### src/rtl/sync_fifo.sv
// rtl/sync_fifo.sv - single-clock FIFO holding expected register writes
module sync_fifo #(
    parameter int WIDTH = 37,
    parameter int DEPTH = 8
) (
    input  logic                   clk,
    input  logic                   rst,
    input  logic                   push,
    input  logic [WIDTH-1:0]       wdata,
    input  logic                   pop,
    output logic [WIDTH-1:0]       rdata,
    output logic                   full,
    output logic                   empty,
    output logic [$clog2(DEPTH):0] count
);

    localparam int AW = $clog2(DEPTH);
    localparam logic [AW:0] CNT_FULL = (AW + 1)'(DEPTH);
    localparam logic [AW:0] CNT_ONE  = (AW + 1)'(1);
    localparam logic [AW-1:0] PTR_ONE = AW'(1);

    logic [WIDTH-1:0] mem_q [DEPTH];
    logic [AW-1:0]    rd_ptr_q, rd_ptr_d;
    logic [AW-1:0]    wr_ptr_q, wr_ptr_d;
    logic [AW:0]      count_q, count_d;
    logic             do_push, do_pop;

    // A full FIFO still takes a push in the cycle it releases its head
    always_comb begin
        do_pop   = pop && (count_q != '0);
        do_push  = push && ((count_q != CNT_FULL) || do_pop);
        rd_ptr_d = rd_ptr_q;
        wr_ptr_d = wr_ptr_q;
        count_d  = count_q;
        if (do_pop) begin
            rd_ptr_d = rd_ptr_q + PTR_ONE;
        end
        if (do_push) begin
            wr_ptr_d = wr_ptr_q + PTR_ONE;
        end
        case ({do_push, do_pop})
            2'b10:   count_d = count_q + CNT_ONE;
            2'b01:   count_d = count_q - CNT_ONE;
            default: count_d = count_q;
        endcase
    end

    // Pointer and occupancy registers
    always_ff @(posedge clk) begin
        if (!rst) begin
            rd_ptr_q <= '0;
            wr_ptr_q <= '0;
            count_q  <= '0;
        end else begin
            rd_ptr_q <= rd_ptr_d;
            wr_ptr_q <= wr_ptr_d;
            count_q  <= count_d;
        end
    end

    // Storage array; contents need no reset because occupancy gates every read
    always_ff @(posedge clk) begin
        if (do_push) begin
            mem_q[wr_ptr_q] <= wdata;
        end
    end

    assign rdata = mem_q[rd_ptr_q];
    assign full  = (count_q == CNT_FULL);
    assign empty = (count_q == '0);
    assign count = count_q;

endmodule

### config.mk
export PLATFORM = sky130hd
export DESIGN_NAME = sync_fifo
export DESIGN_NICKNAME = d
export VERILOG_FILES = /design/src/rtl/sync_fifo.sv
export SDC_FILE = /design/constraint.sdc
export NUM_CORES = 1
export LEC_CHECK = 0
export ABC_AREA = 1
export ABC_CLOCK_PERIOD_IN_PS = 4800
export BUFFER_PORTS_ARGS = -buffer_cell sky130_fd_sc_hd__buf_2
export CAP_MARGIN = 20
export CELL_PAD_IN_SITES_DETAIL_PLACEMENT = 0
export CELL_PAD_IN_SITES_GLOBAL_PLACEMENT = 1
export CORE_ASPECT_RATIO = 0.5
export CORE_MARGIN = 2
export CORE_UTILIZATION = 45
export DETAILED_ROUTE_END_ITERATION = 6
export PLACE_DENSITY_LB_ADDON = 0.1
export RECOVER_POWER = 50
export REMOVE_ABC_BUFFERS = 1
export SLEW_MARGIN = 20
export SYNTH_ARGS = -nofsm -noshare
export SYNTH_HDL_FRONTEND = slang
export SYNTH_SLANG_ARGS = --single-unit
### constraint.sdc
create_clock -name clk -period 4.8 [get_ports clk]
set_input_delay 0 -clock clk [delete_from_list [all_inputs] [get_ports clk]]
set_output_delay 0 -clock clk [all_outputs]
set_load 0.02 [all_outputs]
==> impl_metrics.json <==
{
  "hp-class": "input port to register",
  "cp.required_ns": 5.00,
  "synth-seq-cells": 309,
  "yosysUniqueCellTypes": 23,
  "cts_buffers": 28,
  "grt_max_degree": 72,
  "stdcell_count": 1346,
  "violations": "max-capacitance violations, max-slew violations",
  "criticalPathCategory": "register to register",
  "gp_congestion": 0.7551,
  "wire_per_inst_um": 19.25,
  "peakVddDrop_v": 0.0003014,
  "syn_inst": 850,
  "grt_pass1_wl_um": 40570,
  "drive_gt1_share_pct": 10.76,
  "grt.overflow.total": 0,
  "cts-root-buf": "clkbuf_16",
  "synth_area_leaders": "edfxtp_1 (73%), mux2i_1 (6.1%), nand2_1 (4.1%)",
  "synth_area_per_cell_sq_um": 14.25,
  "ios": 84,
  "diodes": 0,
  "rows": 42,
  "post_cts_buffers": 0,
  "setup_viol": 0,
  "clk_latency_ns": 0.55,
  "netlist.top_cell.by_area": "edfxtp_1",
  "vias": 7116,
  "fin_crit_sh_pct": 69.92,
  "drt.antenna.violating_nets": 0,
  "final.setup.worst_slack_ns": 1.444,
  "grt_use_met2_pct": 29.09,
  "drtIter0Drc": 444,
  "pre_cts_ws_ns": 2.172,
  "slew_headroom_pct": -34.02,
  "wirelength_um": 25920,
  "ys.warnings.count": 0,
  "die_x_um": 236.0,
  "cp.arrival_ns": 3.56,
  "port_buffers": 83,
  "busiest_layer": "met2",
  "slew_viol_final": 37,
  "status": "finished, violations left",
  "worstMarginPinSlew_ns": 2.003,
  "die_y_um": 120.0,
  "netlist_area_sq_um": 12110,
  "rsz0062_at_grt": "false",
  "cp_num_buf_inv": 2,
  "slowest_delay_ns": 1.50,
  "drtPass1Iterations": 4,
  "met3_usage_pct": 3.129,
  "powerDensity_nw_per_um2": 518.1,
  "cp_slowest_cell": "nor2_1",
  "cts_tree": "yes",
  "worst_path_dominant_cell_family": "simple AND/OR/NAND/NOR gates",
  "placed_cells": 1253,
  "antenna_found_initial": 0,
  "cap_violations": 2,
  "first_global_vias": 7062,
  "layout_min_cycle_time_ns": 3.356,
  "fin_skew_ns": 0.007166,
  "area_growth_pct": 16.84,
  "drc": 0,
  "fmax_ghz": 0.2980,
  "yosysTopAreaCellShare_pct": 73.39,
  "path_clk_slew_ns": 0.06,
  "p_leak_nw": 4.819,
  "finalPower_mw": 7.332,
  "cp_common_cell": "nor2_1",
  "critPathMaxFanout": 21,
  "path_cells": "nor2_1 -> nand4_1 -> nand2_1 -> nor2_1 -> inv_1 -> nor2_1 -> buf_4",
  "vias_per_cell": 5.287,
  "die_area_sq_um": 28320,
  "use_met1_pct": 27.96,
  "clockBufferDepth": 3,
  "cp-start-kind": "register",
  "grt_use_total_pct": 18.70,
  "dpl.hpwl_um": 14090,
  "htreeDepth": 1,
  "clock-sinks": 309,
  "coreArea_sq_um": 26430,
  "end_kind": "register",
  "fin_nets": 1018,
  "yosysSeqAreaShare_pct": 75.54,
  "finalHoldViolations": 0,
  "start_util_pct": 45.82,
  "n_fill_cell": 2236
}
[registers in the layout, indices dropped and copies added (netlist names), named ones only]
| signal | cells |
|---|---|
| mem_q | 296 |
| count | 4 |
| rd_ptr_q | 3 |
| wr_ptr_q | 3 |
[per-layer routing]
layer	vias up	share of wire (%)
met5	-	0
met4	0	1.4
met3	32	3.9
met2	122	45
met1	3549	50
li1	3413	-
[cells in the final DEF (no fill, tap or decap), types with 29 or more instances in the layout]
master	n
buf_2	40
nand2_1	132
nor2_1	86
edfxtp_1	296
mux2i_1	74
clkbuf_16	29
clkbuf_1	49
o22ai_1	74
dlygate4sd3_1	41
o21ai_0	76
[where the power goes]
| group | internal [mW] | leakage (nW) | switching, mW |
|---|---|---|---|
| logic | 0.613 | 1.56 | 1.18 |
| registers | 3.09 | 2.80 | 0.165 |
| clock network | 1.33 | 0.457 | 0.950 |
| total | 5.04 | 4.82 | 2.29 |
[through the flow]
stage	instance area [sq um]	hold slack (ns)	util (%)	TNS (ns)
finish	14150	0.3204	53.54	0
global route	14150	0.3362	53.54	0
detailed placement	12870	0.2672	48.71	0
CTS	14220	0.2275	53.81	0
floorplan	11830	0.09887	-	-34.12
global placement	12870	0.2650	48.71	0
[worst min-delay path, delay by kind of cell]
kind          cells  cell delay, ns
simple gates      2            0.11
buf+inv           2            0.70
[Yosys cell counts]
cell type	n
edfxtp_1	296
nand2_1	131
nor2_1	92
mux2i_1	74
o21ai_0	74
o22ai_1	74
clkbuf_1	17
inv_1	14
dfxtp_1	13
buf_2	10
nand3_1	10
a21oi_1	9
buf_1	9
buf_4	7
ha_1	4
inv_2	4
buf_12	3
o21ai_1	3
buf_6	2
fa_1	1
nand2_2	1
nand4_1	1
xor2_1	1
[layout make-up]
type	instances	area, sq um	area share [%]
clock inverter	16	175.2	1.238
multi-input combinational	475	2655	18.76
tap	352	440.4	3.112
clock buffer	36	762.0	5.385
inverter	18	68.82	0.4863
sequential	309	9158	64.71
timing repair buffer	140	892.1	6.304
[worst paths after layout]
check | start | endpoint | slack [ns] | cells past startpoint
setup / recovery | count[0]$_SDFFE_PN0P_ | mem_q[7][14]$_DFFE_PP_ | 1.44 | 7
hold / removal | rst | count[3]$_SDFFE_PN0P_ | 0.32 | 4
setup reg to reg | count[0]$_SDFFE_PN0P_ | mem_q[7][14]$_DFFE_PP_ | 1.44 | 7
hold reg to reg | rd_ptr_q[2]$_SDFFE_PN0N_ | register | 0.45 | 2
[cell families after synthesis]
family	synth area share [%]
flip-flops	75.54
XOR/XNOR	0.07233
adder cells (fa/ha/maj)	0.5785
multiplexers	6.116
AO/OA/AOI/OAI	7.376
AND/OR/NAND/NOR	7.428
buffers and inverters	2.893
[timing repair]
item                                    4_1_cts  5_1_grt
gates resized for setup                       0        0
hold buffers                                 41        0
endpoints found under the setup margin        0        0
hold endpoints to repair                    309        0
(Power assumes the default switching activity.)
